$ cat config.mk
export PLATFORM = sky130hd
export DESIGN_NAME = fifo_tx_credit_flat
export DESIGN_NICKNAME = d
export VERILOG_FILES = /design/src/rtl/fifo_tx_credit_pkg.sv /design/src/rtl/fifo_tx_credit_if.sv /design/src/rtl/fifo_tx_credit_counter.sv /design/src/rtl/fifo_tx_credit.sv /design/src/flat_wrapper.sv
export SDC_FILE = /design/constraint.sdc
export NUM_CORES = 1
export LEC_CHECK = 0
export ABC_CLOCK_PERIOD_IN_PS = 4900
export CORE_UTILIZATION = 45
export CTS_BUF_LIST = sky130_fd_sc_hd__clkbuf_2 sky130_fd_sc_hd__clkbuf_4 sky130_fd_sc_hd__clkbuf_8
export CTS_CLUSTER_DIAMETER = 120
export DETAILED_ROUTE_END_ITERATION = 7
export PLACE_DENSITY_LB_ADDON = 0.1
export SLEW_MARGIN = 20
export SYNTH_ARGS = -nofsm -noshare
export SYNTH_HDL_FRONTEND = slang
export SYNTH_SLANG_ARGS = --single-unit
export TNS_END_PERCENT = 10
$ cat constraint.sdc
create_clock -name clock -period 4.9 [get_ports clock]
set_input_delay 0.98 -clock clock [delete_from_list [all_inputs] [get_ports clock]]
set_output_delay 0.98 -clock clock [all_outputs]
set_load 0.01 [all_outputs]
$ cat src/rtl/fifo_tx_credit_pkg.sv
// Shared SpaceWire constants for the transmit buffer: N-Char format, FIFO sizing
// and flow-control credit limits.
package fifo_tx_credit_pkg;
  localparam int DWIDTH     = 9;
  localparam int AWIDTH     = 6;
  localparam int DEPTH      = 2 ** AWIDTH;
  localparam int MAX_CREDIT = 56;
  localparam int FCT_GRANT  = 8;

  typedef logic [DWIDTH-1:0] nchar_t;

  // Bit 8 set marks a control N-Char
  localparam nchar_t NCHAR_EOP = 9'h100;
  localparam nchar_t NCHAR_EEP = 9'h101;
endpackage

$ cat src/rtl/fifo_tx_credit_if.sv
// Host write port, encoder handshake, FCT input and status of the TX buffer.
interface fifo_tx_credit_if;
  import fifo_tx_credit_pkg::*;

  logic              link_run;
  logic              wr_en;
  nchar_t            data_in;
  logic              fct_in;
  logic              tx_ready;
  logic              tx_valid;
  nchar_t            tx_data;
  logic              f_full;
  logic              f_empty;
  logic [AWIDTH:0]   counter;
  logic [AWIDTH-1:0] credit;
  logic              credit_error;

  modport slave (
    input  link_run, wr_en, data_in, fct_in, tx_ready,
    output tx_valid, tx_data, f_full, f_empty, counter, credit, credit_error
  );

  modport master (
    output link_run, wr_en, data_in, fct_in, tx_ready,
    input  tx_valid, tx_data, f_full, f_empty, counter, credit, credit_error
  );
endinterface

$ cat src/rtl/fifo_tx_credit_counter.sv
// TX flow-control credit: +FCT_GRANT per FCT, -1 per sent N-Char, with a sticky
// overflow flag when an FCT would exceed the credit ceiling.
module tx_credit_counter
  import fifo_tx_credit_pkg::*;
(
  input  logic              clock,
  input  logic              reset,
  input  logic              i_link_run,
  input  logic              i_fct,
  input  logic              i_xfer,
  output logic [AWIDTH-1:0] o_credit,
  output logic              o_credit_error
);

  localparam logic [AWIDTH:0] L_GRANT = (AWIDTH+1)'(FCT_GRANT);
  localparam logic [AWIDTH:0] L_MAX   = (AWIDTH+1)'(MAX_CREDIT);

  logic [AWIDTH-1:0] r_credit;
  logic              r_error;
  logic [AWIDTH:0]   w_next;
  logic              w_over;
  logic [AWIDTH-1:0] w_dec;

  // One bit of headroom so an overflowing grant is detectable before truncation
  assign w_next = {1'b0, r_credit} - {{AWIDTH{1'b0}}, i_xfer} + (i_fct ? L_GRANT : '0);
  assign w_over = i_fct && (w_next > L_MAX);
  assign w_dec  = r_credit - {{(AWIDTH-1){1'b0}}, i_xfer};

  always_ff @(posedge clock) begin
    if (reset || !i_link_run) begin
      r_credit <= '0;
      r_error  <= 1'b0;
    end else if (w_over) begin
      r_credit <= w_dec;
      r_error  <= 1'b1;
    end else begin
      r_credit <= w_next[AWIDTH-1:0];
    end
  end

  assign o_credit       = r_credit;
  assign o_credit_error = r_error;

endmodule

$ cat src/rtl/fifo_tx_credit.sv
// 64-entry first-word-fall-through N-Char FIFO whose output is released to the
// encoder only while the link runs and the far end has granted credit.
module fifo_tx_credit
  import fifo_tx_credit_pkg::*;
(
  input  logic            clock,
  input  logic            reset,
  fifo_tx_credit_if.slave bus
);

  localparam logic [AWIDTH:0] L_DEPTH = (AWIDTH+1)'(DEPTH);

  nchar_t            r_mem [DEPTH];
  logic [AWIDTH-1:0] r_wr_ptr;
  logic [AWIDTH-1:0] r_rd_ptr;
  logic [AWIDTH:0]   r_count;
  logic              r_full;
  logic              r_empty;

  logic              w_wr;
  logic              w_xfer;
  logic              w_tx_valid;
  logic [AWIDTH:0]   w_count_next;
  logic [AWIDTH-1:0] w_credit;
  logic              w_credit_error;

  assign w_wr       = bus.wr_en && !r_full;
  assign w_tx_valid = !r_empty && (w_credit != '0) && bus.link_run;
  assign w_xfer     = w_tx_valid && bus.tx_ready;

  always_comb begin
    w_count_next = r_count;
    case ({w_wr, w_xfer})
      2'b10:   w_count_next = r_count + 1'b1;
      2'b01:   w_count_next = r_count - 1'b1;
      default: w_count_next = r_count;
    endcase
  end

  // Storage is intentionally not reset
  always_ff @(posedge clock) begin
    if (w_wr) r_mem[r_wr_ptr] <= bus.data_in;
  end

  // Flags come from the next count so they track occupancy without lag
  always_ff @(posedge clock) begin
    if (reset) begin
      r_wr_ptr <= '0;
      r_rd_ptr <= '0;
      r_count  <= '0;
      r_full   <= 1'b0;
      r_empty  <= 1'b1;
    end else begin
      if (w_wr)   r_wr_ptr <= r_wr_ptr + 1'b1;
      if (w_xfer) r_rd_ptr <= r_rd_ptr + 1'b1;
      r_count <= w_count_next;
      r_full  <= (w_count_next == L_DEPTH);
      r_empty <= (w_count_next == '0);
    end
  end

  tx_credit_counter u_credit (
    .clock          (clock),
    .reset          (reset),
    .i_link_run     (bus.link_run),
    .i_fct          (bus.fct_in),
    .i_xfer         (w_xfer),
    .o_credit       (w_credit),
    .o_credit_error (w_credit_error)
  );

  assign bus.tx_valid     = w_tx_valid;
  assign bus.tx_data      = r_mem[r_rd_ptr];
  assign bus.f_full       = r_full;
  assign bus.f_empty      = r_empty;
  assign bus.counter      = r_count;
  assign bus.credit       = w_credit;
  assign bus.credit_error = w_credit_error;

endmodule

$ cat src/flat_wrapper.sv
// flat-port wrapper written by rule: the top's interface ports become plain ports
module fifo_tx_credit_flat import fifo_tx_credit_pkg::*;
  (clock, reset, bus_link_run, bus_wr_en, bus_data_in, bus_fct_in, bus_tx_ready, bus_tx_valid, bus_tx_data, bus_f_full, bus_f_empty, bus_counter, bus_credit, bus_credit_error);
  fifo_tx_credit_if bus_i ();
  input  logic clock;
  input  logic reset;
  input wire logic [$bits(bus_i.link_run)-1:0] bus_link_run;
  input wire logic [$bits(bus_i.wr_en)-1:0] bus_wr_en;
  input wire logic [$bits(bus_i.data_in)-1:0] bus_data_in;
  input wire logic [$bits(bus_i.fct_in)-1:0] bus_fct_in;
  input wire logic [$bits(bus_i.tx_ready)-1:0] bus_tx_ready;
  output wire logic [$bits(bus_i.tx_valid)-1:0] bus_tx_valid;
  output wire logic [$bits(bus_i.tx_data)-1:0] bus_tx_data;
  output wire logic [$bits(bus_i.f_full)-1:0] bus_f_full;
  output wire logic [$bits(bus_i.f_empty)-1:0] bus_f_empty;
  output wire logic [$bits(bus_i.counter)-1:0] bus_counter;
  output wire logic [$bits(bus_i.credit)-1:0] bus_credit;
  output wire logic [$bits(bus_i.credit_error)-1:0] bus_credit_error;
  assign bus_i.link_run = bus_link_run;
  assign bus_i.wr_en = bus_wr_en;
  assign bus_i.data_in = bus_data_in;
  assign bus_i.fct_in = bus_fct_in;
  assign bus_i.tx_ready = bus_tx_ready;
  assign bus_tx_valid = bus_i.tx_valid;
  assign bus_tx_data = bus_i.tx_data;
  assign bus_f_full = bus_i.f_full;
  assign bus_f_empty = bus_i.f_empty;
  assign bus_counter = bus_i.counter;
  assign bus_credit = bus_i.credit;
  assign bus_credit_error = bus_i.credit_error;
  fifo_tx_credit u_core (.clock(clock), .reset(reset), .bus(bus_i));
endmodule
# Word level (Yosys, flattened, before mapping)
# Memories as Yosys holds them, arrays and structs flattened. A register that Yosys moved wholly into a read port is not among the register bits.
# Cells that the tools add are included.
# Widths: inputs -> output; s select.
[word_totals] ff_bits=28 latchBits=0 mem_bits_rw=576 rom_bits=0 inputBits=15 output_inout_bits=26 elab_cells=37 mem_count=1
[classes] addsub=7 n_mul=0 div=0 magnitude_cmp=1 n_eq_ne=3 shifts=0 n_mux=7 n_bitwise=0 n_reduce_logical=11
[memory_table] name="u_core.r_mem" depth=64 width=9 rd=1 rd_clocked_by_memory_dff=1 wr=1 line="fifo_tx_credit.sv:13" rtl="nchar_t r_mem [DEPTH];"
[ops] operator="$mux 6" n=3
[ops] operator="$pmux 7 s2" n=1
[ops] operator="$add 6x1->6 const B" n=2
[ops] operator="$add 7x1->7 const B" n=1
[ops] operator="$add 7x4->7" n=1
[ops] operator="$eq 7x7->1 const B" n=1
[ops] operator="$gt 7x6->1 const B" n=1
[ops] operator="$logic_not 7->1" n=1
[ops] operator="$sub 6x1->7" n=1
[ops] operator="$sub 7x1->7 const B" n=1
[ops] operator="$reduce_bool 6->1" n=1
[ops] operator="$sub 6x1->6" n=1
[ops] operator="$logic_and 1x1->1" n=5
[ops] operator="$mux 4" n=1
[ops] operator="$logic_not 1->1" n=3
[ops] operator="$eq 2x1->1 const B" n=1
[ops] operator="$eq 2x2->1 const B" n=1
[ops] operator="$mux 1" n=2
[ops] operator="$logic_or 1x1->1" n=1

# Logic depth before layout (Yosys ltp)
[logic_depth] word_depth=9 ltp_mapped=16 mapped_depth_nobuf=15

# By module
# A second synthesis with hierarchy kept.
[hier_totals] cells_unflattened=1239 area_unflattened_um2=24519.8
[by_module_without_submodules] module="fifo_tx_credit" n_inst=1 cells_each=1160 area_each_um2=23857.9 seq_area_each_um2=17837.1
[by_module_without_submodules] module="tx_credit_counter" n_inst=1 cells_each=79 area_each_um2=661.9 seq_area_each_um2=140.1

# Worst setup path before layout
# No wires, ideal clock.
[synth_timing] kind="input to register" startpoint="in bus_link_run" endpoint="reg u_core.u_credit.r_credit[2] (netlist: u_core.u_credit.o_credit[2])" setup_ns=0.123 arrival_ns=3.799 required_time_ns=4.777 setup_slack_ns=0.977 path_stages=15 path_buffers=1 cell_sequence="inv_1 -> a311oi_1 -> and2_1 -> clkbuf_1 -> ha_1 -> inv_1 -> ha_1 -> inv_1 -> fa_1 -> nor2b_1 -> o21a_1 -> or3_1 -> nand2_1 -> a41o_1 -> mux2_1"
[synth_between] elab_chain_cells=7 word_cells_on_any_way=10 cone_classes="add/sub (3); order compare (1); mux (1); reduce/logical (5)"
[synth_lines] element="start: declaration" line="flat_wrapper.sv:7" rtl="input wire logic [$bits(bus_i.link_run)-1:0] bus_link_run;"
[synth_lines] element="$logic_and 1x1->1 (*)" line="fifo_tx_credit.sv:28" rtl="assign w_tx_valid = !r_empty && (w_credit != '0) && bus.link_run;"
[synth_lines] element="net bus_tx_valid" line="flat_wrapper.sv:12" rtl="output wire logic [$bits(bus_i.tx_valid)-1:0] bus_tx_valid;"
[synth_lines] element="$logic_and 1x1->1 (*)" line="fifo_tx_credit.sv:29" rtl="assign w_xfer = w_tx_valid && bus.tx_ready;"
[synth_lines] element="$sub 6x1->7" line="fifo_tx_credit_counter.sv:25" rtl="assign w_next = {1'b0, r_credit} - {{AWIDTH{1'b0}}, i_xfer} + (i_fct ? L_GRANT : '0);"
[synth_lines] element="$add 7x4->7" line="fifo_tx_credit_counter.sv:25"
[synth_lines] element="$gt 7x6->1" line="fifo_tx_credit_counter.sv:26" rtl="assign w_over = i_fct && (w_next > L_MAX);"
[synth_lines] element="$logic_and 1x1->1" line="fifo_tx_credit_counter.sv:26"
[synth_lines] element="$mux 6 (*)" line="fifo_tx_credit_counter.sv:33" rtl="end else if (w_over) begin"
[synth_lines] element="end signal: assignment" line="fifo_tx_credit_counter.sv:34" rtl="r_credit <= w_dec;"
[synth_lines] element="end signal: assignment" line="fifo_tx_credit_counter.sv:37" rtl="r_credit <= w_next[AWIDTH-1:0];"
[synth_lines] element="end: declaration" line="fifo_tx_credit_counter.sv:18" rtl="logic [AWIDTH-1:0] r_credit;"
# The timed path passes the listed nets; every way through them passes the cells marked *.
# A chain may end at the register's enable or synchronous reset.

==> impl_results.md <==
- Die height: 234 um
- Global Route met1 Usage: 29.9%
- Met2 Use GR: 34.2%
- Initial Util: 45.9%
- Routability cong.: 0.790
- Initial DRC Count: 1004
- Fillers: 4249
- Initial antenna violation count: 0
- Post-DP HPWL: 34.3 mm
- First-pass GRT wire length: 83.6 mm
- Clk_lat worst skew: 0.72 ns
- H-tree Lvls: 3
- EDFF count, synth: 576
- Total gr overflow: 0
- Crit path DAT: 3.79 ns
- Post-Route WL: 57.7 mm
- Slew Limit Fails: 0
- Number of global-route vias before repair: 12400
- Largest family of logic cells by synthesized area: multiplexers
- Worst setup margin: 0.128 ns
- Status: finished, final reports clean
- Synth Area in Adders: 0.855%
- Die area: 54900 um2
- Total of max-cap violations: 0
- Post-Syn Instances: 1193
- Number of I/O pins: 41
- Vias/cell: 5.69
- Area Growth Syn to Fin: 15.5%
- Mux cell area share after synthesis: 16.5%
- Register bit total from synthesis: 610
- Leak Pwr: 8.78 nW
- Place WS: 0.682 ns
- Post-Synth XOR/XNOR Area: 0.685%
- # diodes: 0
- Syn Area/Cell: 20.4 um2
- Routed WL per cell: 27.0 um
- PwrDens: 389 nW/um2
- Root buf cell: clkbuf_8
- Sequential area share after synthesis: 74.0%
- Ys flop type: edfxtp_1
- CP Class: reg2out
- Syn Nets: 1224
- DRT antenna net count: 0
- Final #Nets: 1401
- Critical path data required time: 3.92 ns
- Setup crit start kind: flop
- Worst-path clk slew: 0.05 ns
- Post-synthesis compound-gate area fraction: 2.45%
- GRT Max-Usage Layer: met2
- Hold WC Path Type: reg2reg
- Yosys cell types: 61
- Via count: 12200
- CTS resizes: 0
- IO Port Bufs: 40
- Setup violators final: 0
- Worst vdd ir: 0.231 mV
- Largest net degree at the start of global routing: 65
- Layout cells sized above 1: 30.6%
- Util after Layout: 53.0%
- Initial DRT Pass Iterations: 5
- Actual slew at the worst max-slew pin: 1.08 ns
- Post-synthesis cell area: 24300 um2
- Max_slew headroom: 27.6%
- Clk buf depth: 3
- Period utilisation layout: 97.4%
- DR DRC count: 0
- TritonCTS clock tree: built
- RSZ-0062 raised after global routing: no
- Reg2reg setup slack: 1.47 ns
- TNS Setup: 0 ns
- Die Wd: 234 um
- Total track usage: 21.8%
- Met3 GRT Util: 4.52%
- Number of CTS-inserted buffers: 99
- Core Rows: 84
- Fin. Hold Viols: 0
- Asr flop ratio synth: 0%
- Post-layout min period: 4.77 ns
- Worst-path maximum fanout: 40
- Max frequency: 210 MHz
- Core area: 53000 um2
- Final Skew: 0.0496 ns
- Area share of and/or/nand/nor cells after synthesis: 3.90%
- CP endpoint kind: output pin
- CTS sink count: 610
- Syn. warnings: 0
cell usage in the layout, fill, tap and decap left out, drive strengths merged, types with 3 or more instances in the layout:
| cell | n |
|---|---|
| mux2i | 8 |
| a41oi | 6 |
| o22ai | 10 |
| or2 | 3 |
| nand4 | 4 |
| nand3b | 4 |
| nor2 | 99 |
| nor3b | 4 |
| buf | 107 |
| inv | 25 |
| nor2b | 16 |
| clkinv | 47 |
| bufinv | 4 |
| a21o | 4 |
| dfxtp | 34 |
| a21oi | 9 |
| xor2 | 9 |
| nand2 | 34 |
| a311oi | 3 |
| o22a | 6 |
| nor3 | 5 |
| o211ai | 3 |
| ha | 15 |
| clkdlybuf4s50 | 31 |
| edfxtp | 576 |
| or3 | 5 |
| and2 | 4 |
| o21ai | 5 |
| clkbuf | 130 |
| o221ai | 6 |
| nand2b | 7 |
| o21a | 3 |
| mux4 | 174 |
| nand3 | 12 |
| xnor2 | 10 |
final cells by class:
| type | count | area, um2 | area share [%] |
|---|---|---|---|
| inverter | 24 | 90.1 | 0.321 |
| tap | 688 | 861 | 3.07 |
| timing repair buffer | 138 | 1220 | 4.33 |
| multi-input combinational | 497 | 5930 | 21.1 |
| clock inverter | 54 | 354 | 1.26 |
| clock buffer | 130 | 1640 | 5.84 |
| sequential | 610 | 18000 | 64.1 |
repair_timing:
action | CTS | global route
setup buffers | 4 | 0
endpoints found under the setup margin | 4 | 0
hold buffers | 0 | 0
endpoints found under the hold margin | 0 | 0
path summary, 6_finish.rpt:
path,startpoint,endpoint,depth (start not counted)
worst max-delay path,flop,bus_tx_data[4],7
worst min-delay path,u_core.u_credit.o_credit_error$_SDFFE_PP0P_,u_core.u_credit.o_credit_error$_SDFFE_PP0P_,1
worst max register to register,u_core.u_credit.o_credit[5]$_SDFF_PP0_,u_core.u_credit.o_credit[2]$_SDFF_PP0_,15
worst min register to register,u_core.u_credit.o_credit_error$_SDFFE_PP0P_,u_core.u_credit.o_credit_error$_SDFFE_PP0P_,1
sequential cells by signal, indices dropped and copies added (netlist names), named ones only:
name and count:
u_core.bus.f_empty 1, u_core.u_credit.o_credit_error 1, u_core.r_wr_ptr 6, u_core.r_mem 576
u_core.u_credit.o_credit 6, u_core.r_rd_ptr 6, u_core.bus.counter 7, u_core.bus.f_full 1
cell usage after synthesis, types with 7 or more instances:
cell      count  area, um2
clkbuf_1     32        120
ha_1         15        188
a21oi_1       9       45.0
xnor2_1      10       87.6
xor2_1        9       78.8
buf_2        10       50.1
buf_4         9       67.6
buf_1         7       26.3
mux2i_1       8       80.1
nand2_1      34        128
nor2_1       99        372
inv_1        24       90.1
nand2b_1      7       43.8
dfxtp_1      34        681
nor2b_1      16        100
mux4_2      174       3920
edfxtp_1    576      17300
o22ai_1      10       62.6
nand3_1      12       60.1
per-stage QoR:
step | instances | hold WS (ns) | area, um2 | total power [W]
5_1_grt | 2141 | 0.510 | 28100 | 0.0113
3_5_place_dp | 1953 | 0.462 | 26100 | 0.00663
2_1_floorplan | 1193 | 0.485 | 24300 | 0.00633
6_report | 2141 | 0.480 | 28100 | 0.0109
3_3_place_gp | 1953 | 0.471 | 26100 | 0.00663
4_1_cts | 2141 | 0.479 | 28100 | 0.0111
logic make-up (layout without fill, tap and decap cells):
| kind of cell | Yosys count | after routing |
|---|---|---|
| AOI/OAI and AO/OA | 75 | 75 |
| xor gates and xnor gates | 19 | 19 |
| adders and majority gates | 16 | 16 |
| buffers and inverters | 86 | 346 |
| DFF | 610 | 610 |
| muxes | 183 | 183 |
| and+or+nand+nor | 204 | 204 |
worst max-delay path, stage by stage, from the launching register on:
cell and delay (ns):
dfxtp_4 0.65, buf_12 0.31, buf_4 0.22, mux4_2 0.31, mux4_2 0.56, a41oi_2 0.23, o221ai_1 0.21, clkdlybuf4s50_1 0.55
power breakdown:
group	switching (W)	total (W)	internal [W]
Clock	0.00202	0.00441	0.00240
Sequential	0.0000415	0.00578	0.00573
Combinational	0.000407	0.000747	0.000340
layer usage:
| layer | routed length (um) | up-vias |
|---|---|---|
| li1 | - | 5289 |
| met1 | 24900 | 6403 |
| met2 | 27800 | 384 |
| met3 | 3460 | 97 |
| met4 | 1610 | 0 |
| met5 | 0 | - |
Power figures use the tool's default switching activity.
